File: src/rtl/mem_bus_bridge.sv
// Bridge between the multicycle CPU memory port and a variable-latency word memory.
// Latches one request, runs a req/ack handshake, stalls the CPU and flags bad or timed-out accesses.
module mem_bus_bridge #(
    parameter int WIDTH   = 32,
    parameter int TIMEOUT = 15
) (
    input  logic             clk,
    input  logic             rst_n,
    input  logic             cpu_rd,
    input  logic             cpu_wr,
    input  logic [WIDTH-1:0] cpu_addr,
    input  logic [WIDTH-1:0] cpu_wdata,
    output logic [WIDTH-1:0] cpu_rdata,
    output logic             cpu_stall,
    output logic             cpu_err,
    output logic             mem_req,
    output logic             mem_we,
    output logic [WIDTH-3:0] mem_addr,
    output logic [WIDTH-1:0] mem_wdata,
    input  logic             mem_ack,
    input  logic [WIDTH-1:0] mem_rdata,
    output logic [1:0]       dbg_state_o
);

    localparam int CW = $clog2(TIMEOUT + 1);

    localparam logic [1:0] ST_IDLE = 2'd0;
    localparam logic [1:0] ST_REQ  = 2'd1;
    localparam logic [1:0] ST_DONE = 2'd2;
    localparam logic [1:0] ST_ERR  = 2'd3;

    logic [1:0]       state_q, state_d;
    logic [CW-1:0]    cnt_q, cnt_d;
    logic [WIDTH-1:0] rdata_q, rdata_d;
    logic [WIDTH-1:0] wdata_q, wdata_d;
    logic [WIDTH-3:0] addr_q, addr_d;
    logic             we_q, we_d;

    logic req_any;
    logic bad_req;
    logic timeout_hit;

    assign req_any     = cpu_rd | cpu_wr;
    assign bad_req     = (cpu_rd & cpu_wr) | (cpu_addr[1:0] != 2'b00);
    assign timeout_hit = (cnt_q == CW'(TIMEOUT - 1));

    // Handshake: mem_req rises on entry to REQ and stays high with stable
    // mem_we/mem_addr/mem_wdata until a cycle with mem_ack=1 (transfer done)
    // or the timeout abort; mem_ack is ignored whenever mem_req is low.
    always_comb begin
        state_d = state_q;
        cnt_d   = cnt_q;
        rdata_d = rdata_q;
        wdata_d = wdata_q;
        addr_d  = addr_q;
        we_d    = we_q;
        case (state_q)
            ST_IDLE: begin
                if (req_any) begin
                    if (bad_req) begin
                        state_d = ST_ERR;
                    end else begin
                        state_d = ST_REQ;
                        addr_d  = cpu_addr[WIDTH-1:2];
                        wdata_d = cpu_wdata;
                        we_d    = cpu_wr;
                        cnt_d   = '0;
                    end
                end
            end
            ST_REQ: begin
                cnt_d = cnt_q + 1'b1;
                // An ack arriving in the timeout cycle still completes the access.
                if (mem_ack) begin
                    state_d = ST_DONE;
                    if (!we_q) begin
                        rdata_d = mem_rdata;
                    end
                end else if (timeout_hit) begin
                    state_d = ST_ERR;
                end
            end
            ST_DONE: state_d = ST_IDLE;
            ST_ERR:  state_d = ST_IDLE;
            default: state_d = ST_IDLE;
        endcase
    end

    always_ff @(posedge clk or negedge rst_n) begin
        if (!rst_n) begin
            state_q <= ST_IDLE;
            cnt_q   <= '0;
            rdata_q <= '0;
            wdata_q <= '0;
            addr_q  <= '0;
            we_q    <= 1'b0;
        end else begin
            state_q <= state_d;
            cnt_q   <= cnt_d;
            rdata_q <= rdata_d;
            wdata_q <= wdata_d;
            addr_q  <= addr_d;
            we_q    <= we_d;
        end
    end

    // Stall is gated by rst_n so it reads 0 during reset even with a request pending.
    assign cpu_stall   = rst_n & (((state_q == ST_IDLE) & req_any) | (state_q == ST_REQ));
    assign cpu_err     = (state_q == ST_ERR);
    assign mem_req     = (state_q == ST_REQ);
    assign mem_we      = we_q;
    assign mem_addr    = addr_q;
    assign mem_wdata   = wdata_q;
    assign cpu_rdata   = rdata_q;
    assign dbg_state_o = state_q;

endmodule

File: config.mk
export PLATFORM = sky130hd
export DESIGN_NAME = mem_bus_bridge
export DESIGN_NICKNAME = d
export VERILOG_FILES = /design/src/rtl/mem_bus_bridge.sv
export SDC_FILE = /design/constraint.sdc
export NUM_CORES = 1
export LEC_CHECK = 0
export CAP_MARGIN = 20
export CORE_AREA = 2 2 122 124
export DETAILED_ROUTE_END_ITERATION = 16
export DIE_AREA = 0 0 124 126
export GPL_TIMING_DRIVEN = 0
export HOLD_SLACK_MARGIN = 0.03
export PLACE_DENSITY = 0.63
export SETUP_SLACK_MARGIN = 0.02
export SLEW_MARGIN = 10
export SYNTH_ARGS = -nofsm -noshare
export SYNTH_HDL_FRONTEND = slang
export SYNTH_SLANG_ARGS = --single-unit
File: constraint.sdc
create_clock -name clk -period 3.9 [get_ports clk]
set_clock_uncertainty 0.2 [all_clocks]
set_input_delay 1.17 -clock clk [delete_from_list [all_inputs] [get_ports clk]]
set_output_delay 1.17 -clock clk [all_outputs]
set_load 0.005 [all_outputs]
==> metrics.txt, run 1 <==
Critical Path Sink=cpu_stall; Via density=4.31; DRC violations left=0; clock tree from TritonCTS=done; Post-synth EDFFs=0; Synth Instances=240; GRT Util Overall=12.7%; port bufs=200; global-route wire length before repair=15.3 mm; worst skew pair latency=0.34 ns; Core Area=14300 um2; Yosys warnings=0; ranking of synthesized cells by area=dfrtp_1 60%, mux2_4 21%, mux2_2 9.1%, buf_12 2.9%, ha_1 0.60%; PwrDens=736 nW/um2; prevailing post-synth register cell=dfrtp_1; Worst-Margin Slew=0.390 ns; WL/cell=15.4 um; Util after Layout=47.2%; vias in the first global route=2955; Starting Density=29.3%; total gr overflow=0; routability cong.=0.723; Yosys cell types=32; syn nets=343; die width=124 um; flops & latches, synth=101; row count=44; worst path required time=2.53 ns; Filler cells=1295; CTS Buf Count=9; crit path kind=in2out; Critical R2R Capture=cpu_rdata[11]$_DFFE_PN0P_; syn avg cell area=17.5 um2; Fin. Hold Viols=0; root buffer cell=clkbuf_16; Area growth syn-to-layout=60.9%; Period minus WS final=3.60 ns; H-tree Lvls=3; Setup TNS=0 ns; antenna violations before repair=0; Worst setup EP type=output pin; status=completed; worst hold slack=0.288 ns; min-delay worst type=reg2reg; Clock Pin Slew Worst Setup and Hold Paths=0.07 ns; Setup crit start kind=primary input; pre-CTS setup slack=-0.0138 ns; hold buffer count at CTS=0; pin count of the biggest net entering global routing=64; Seq/Total Area, Yosys=60.2%; Setup Fix Bufs, Post-CTS=0; n_diodes=0; worst hold path stage count=1; Finish-stage setup viols=0; clk sinks=101; initial drt markers=60; Final Slew Violations=0; FF-to-FF path depth=5; Worst Path Max Fanout=3; RSZ-0062 raised after global routing=no; maximum clock insertion buffer count=2; Crit path arrival time=2.23 ns; Post-DP HPWL=7.29 mm; period utilisation layout=92.2%; Post-DRT Antenna Nets=0; r2r setup slk=1.66 ns; die area=15600 um2; Synth area leader=dfrtp_1; synthesized area=4200 um2; Leak Pwr=3.03 nW; post-synth top area share=60.2%; total power draw=4.98 mW; via count=2762; crit path launch=cpu_rd; share of cells above drive strength 1=26.7%; async set-or-reset flop fraction in the synthesized netlist=100%; maximum VDD drop=320 uV; worst r2r src=dbg_state_o[0]$_DFFE_PN0P_; nets@finish=555; num ports=201; Routed WL=9.87 mm; Peak Freq=278 MHz; Max-Cap Viols=0; max_slew headroom=74.0%; Setup WS post-layout=0.303 ns; die height=126 um; DR pass1 iterations=3
[final cells by class]
class                           count  area [um2]  area share (%)
Sequential cell                   101        2530            37.4
Inverter                            3        11.3           0.167
Buffer                             12         154            2.28
Multi-Input combinational cell    124        1510            22.3
Clock buffer                       10         229            3.39
Timing Repair Buffer              201        2030            30.0
Tap cell                          184         230            3.41
Clock inverter                      6        71.3            1.06
[through the flow]
stage	cell area, um2	std cells
after global routing	6760	641
after detailed placement	6460	625
after floorplan	4200	240
after CTS	6760	641
final	6760	641
after global placement	6430	624
[worst max-delay path, stage by stage]
cell and delay, ns:
clkdlybuf4s50_1 0.53, nor3_1 0.08, nor3b_1 0.19, dlygate4sd2_1 0.26
[cells in the mapped netlist, types with 2 or more instances]
cell,number
clkbuf_1,2
nor3b_1,2
ha_1,2
nand3_1,4
dfrtp_1,101
mux2_2,34
buf_12,6
mux2_4,59
mux2_1,2
inv_1,3
nand2b_1,2
buf_2,3
[flip-flops by register name, indices dropped and copies added (netlist names)]
register and flops:
mem_wdata 32, cnt_q 4, dbg_state_o 2, mem_addr 30, cpu_rdata 32, mem_we 1
[layout by cell type (no fill, tap or decap), types with 2 or more instances in the layout]
| cell | instances |
|---|---|
| buf_12 | 6 |
| buf_2 | 3 |
| buf_6 | 2 |
| clkbuf_1 | 3 |
| clkbuf_16 | 9 |
| clkdlybuf4s50_1 | 197 |
| clkinvlp_4 | 2 |
| dfrtp_1 | 101 |
| dlygate4sd2_1 | 2 |
| ha_1 | 2 |
| inv_1 | 3 |
| inv_6 | 2 |
| mux2_1 | 2 |
| mux2_2 | 34 |
| mux2_4 | 59 |
| nand2b_1 | 2 |
| nand3_1 | 4 |
| nor3b_1 | 2 |
[metal layers]
layer  vias up  share of wire [%]  GRT usage, %  wire length (um)
met3         7                8.1          4.53               797
met4         0                1.1          3.37               112
li1       1266                  -             -                 -
met5         -                  0             0                 0
met1      1379                 42          15.6              4160
met2       110                 49          21.0              4810
[cell families (layout without fill, tap and decap cells)]
group / after synthesis / after routing / synth area share [%]
multiplexers: 96 / 96 / 31.0
adder cells (fa/ha/maj): 3 / 3 / 0.834
XOR/XNOR: 1 / 1 / 0.209
flip-flops: 101 / 101 / 60.2
AO/OA/AOI/OAI: 9 / 9 / 1.58
AND/OR/NAND/NOR: 15 / 15 / 2.26
buffers and inverters: 15 / 232 / 3.93
[worst min path at each step]
stage | end | start
floorplan | cpu_rdata[2]$_DFFE_PN0P_ | cpu_rdata[2]$_DFFE_PN0P_
global placement | cpu_rdata[6]$_DFFE_PN0P_ | cpu_rdata[6]$_DFFE_PN0P_
detailed placement | cpu_rdata[2]$_DFFE_PN0P_ | cpu_rdata[2]$_DFFE_PN0P_
CTS | cpu_rdata[2]$_DFFE_PN0P_ | cpu_rdata[2]$_DFFE_PN0P_
global route | cpu_rdata[0]$_DFFE_PN0P_ | cpu_rdata[0]$_DFFE_PN0P_
finish | cpu_rdata[2]$_DFFE_PN0P_ | cpu_rdata[2]$_DFFE_PN0P_
[power by group]
| part | internal (mW) | switching [mW] | total (mW) |
|---|---|---|---|
| Combinational | 1.61 | 0.597 | 2.20 |
| Clock | 0.503 | 0.399 | 0.902 |
| Sequential | 1.58 | 0.294 | 1.87 |
[repair_timing]
| item | CTS | global route |
|---|---|---|
| hold endpoints to repair | 0 | 0 |
| endpoints found under the setup margin | 1 | 0 |
| gates resized for setup | 2 | 0 |
No activity file was read; power rests on OpenSTA's default activity.
==> inputs of run 2 (changes only) <==
Settings changed: CTS_BUF_LIST set to sky130_fd_sc_hd__clkbuf_16, PLACE_DENSITY 0.63 to 0.7.
==> run 2 against run 1 <==
  * Largest power group unchanged
  * Highest routed layer unchanged
  * Fmax shrank 4.0%
  * Power grew 1.4%
  * Hold slack is essentially flat
  * Global-route usage grew 0.82 points
  * Clock power grew 5.8%
  * Critical path type unchanged
==> metrics.txt, run 2 (same netlist as run 1, synthesis figures left out) <==
status=completed; Setup crit start kind=primary input; Worst path max stage delay=0.53 ns; Core Area=14300 um2; switching share of power=25.7%; Filler cells=1263; crit path launch=rst_n; Post-DRT Antenna Nets=0; Worst-Margin Slew=0.355 ns; r2r setup slk=1.67 ns; clock tree from TritonCTS=done; die area=15600 um2; pin count of the biggest net entering global routing=44; FF-to-FF path depth=5; global-route wire length before repair=16.1 mm; Clock Pin Slew Worst Setup and Hold Paths=0.07 ns; Crit path arrival time=2.38 ns; via count=2751; Via density=4.29; worst path required time=2.53 ns; PwrDens=740 nW/um2; Worst setup EP type=output pin; Period minus WS final=3.75 ns; Starting Density=29.3%; clk sinks=101; die height=126 um; Final Slew Violations=0; maximum clock insertion buffer count=2; worst hold path stage count=1; CTS Buf Count=9; Setup TNS=0 ns; crit path kind=in2out; share of cells above drive strength 1=26.9%; n_diodes=0; max_slew headroom=76.4%; die width=124 um; Routed WL=10.3 mm; register share of total power=37.1%; Area growth syn-to-layout=62.3%; RSZ-0062 raised after global routing=no; vias in the first global route=3090; row count=44; Area after DPL=6460 um2; Post-DP HPWL=7.56 mm; Critical R2R Capture=cpu_rdata[9]$_DFFE_PN0P_; min-delay worst type=reg2reg; Worst Path Max Fanout=43; root buffer cell=clkbuf_16; Finish-stage setup viols=0; period utilisation layout=96.0%; worst skew pair latency=0.34 ns; Fin. Hold Viols=0; Clock power frac=18.9%; Peak Freq=267 MHz; commonest non-fill, non-tap cell in the layout=clkdlybuf4s50_1; DR pass1 iterations=4; CP max stage cell=clkdlybuf4s50_1; fin area=6810 um2; WL/cell=16.0 um; DRC violations left=0; nets@finish=556; antenna violations before repair=0; num ports=201; Logic pwr share=43.9%; worst r2r src=dbg_state_o[0]$_DFFE_PN0P_; Leak Pwr=3.07 nW; routability cong.=0.690; maximum VDD drop=293 uV; H-tree Lvls=3; initial drt markers=60; Max-Cap Viols=0; Hold Crit Endpoint=cpu_rdata[2]$_DFFE_PN0P_; total gr overflow=0; hold wc startpoint=cpu_rdata[2]$_DFFE_PN0P_; switching power=1.29 mW; commonest non-fill, non-tap cells in the layout=197 x clkdlybuf4s50_1, 101 x dfrtp_1, 59 x mux2_4, 34 x mux2_2, 9 x clkbuf_16; port bufs=200; GRT Util Overall=13.5%; CP Cell Sequence=buf_12 -> buf_16 -> nor3b_1 -> clkdlybuf4s50_1; Int Power=3.75 mW
==> run 2: through the flow <==
stage	std cells	setup slack, ns	power, mW	util (%)	hold WS (ns)
after detailed placement	625	-0.273	4.13	45.1	0.278
after global routing	642	0.0270	5.35	47.6	0.312
after CTS	642	0.0308	5.13	47.6	0.294
after floorplan	240	1.07	2.77	-	0.283
after global placement	624	-3.35	4.07	44.9	0.271
final	642	0.155	5.04	47.6	0.288
==> run 2: worst max-delay path by stage <==
| stage | end | depth (start not counted) |
|---|---|---|
| 5_1_grt | cpu_stall | 4 |
| 3_5_place_dp | cpu_stall | 4 |
| 3_3_place_gp | cpu_stall | 3 |
| 2_1_floorplan | mem_addr[10]$_DFFE_PN0P_ | 5 |
| 6_report | cpu_stall | 4 |
| 4_1_cts | cpu_stall | 4 |
==> run 2: critical path, delay by kind of cell <==
family / cells / cell delay (ns)
buffers and inverters: 3 / 0.96
and+or+nand+nor: 1 / 0.20
==> run 2: area by class of cell <==
class | instances | area, um2 | area share [%]
multi-input combinational | 124 | 1510 | 22.1
sequential | 101 | 2530 | 37.1
buffer | 12 | 154 | 2.26
tap | 184 | 230 | 3.38
timing repair buffer | 202 | 2070 | 30.4
clock buffer | 9 | 225 | 3.31
inverter | 3 | 11.3 | 0.165
clock inverter | 7 | 90.1 | 1.32
==> run 2: power groups by stage <==
stage	combinational, mW	sequential (mW)	clock [mW]
4_1_cts	2.25	1.88	0.993
6_report	2.22	1.87	0.954
3_5_place_dp	2.24	1.89	0
2_1_floorplan	0.867	1.90	0
5_1_grt	2.37	1.94	1.03
3_3_place_gp	2.20	1.87	0
==> run 2: what timing repair did <==
action / 4_1_cts / 5_1_grt
endpoints found under the hold margin: 0 / 0
gates resized for setup: 4 / 1
setup endpoints to repair: 1 / 1
cloned: 1 / 0
setup buffers: 0 / 0
hold buffers: 0 / 0
==> run 2: metal layers <==
layer	track usage [%]	wire, um	up-vias
met1	16.2	4190	1373
met5	0	0	-
met2	23.2	5300	91
met4	4.16	143	0
met3	3.99	624	10
li1	-	-	1277
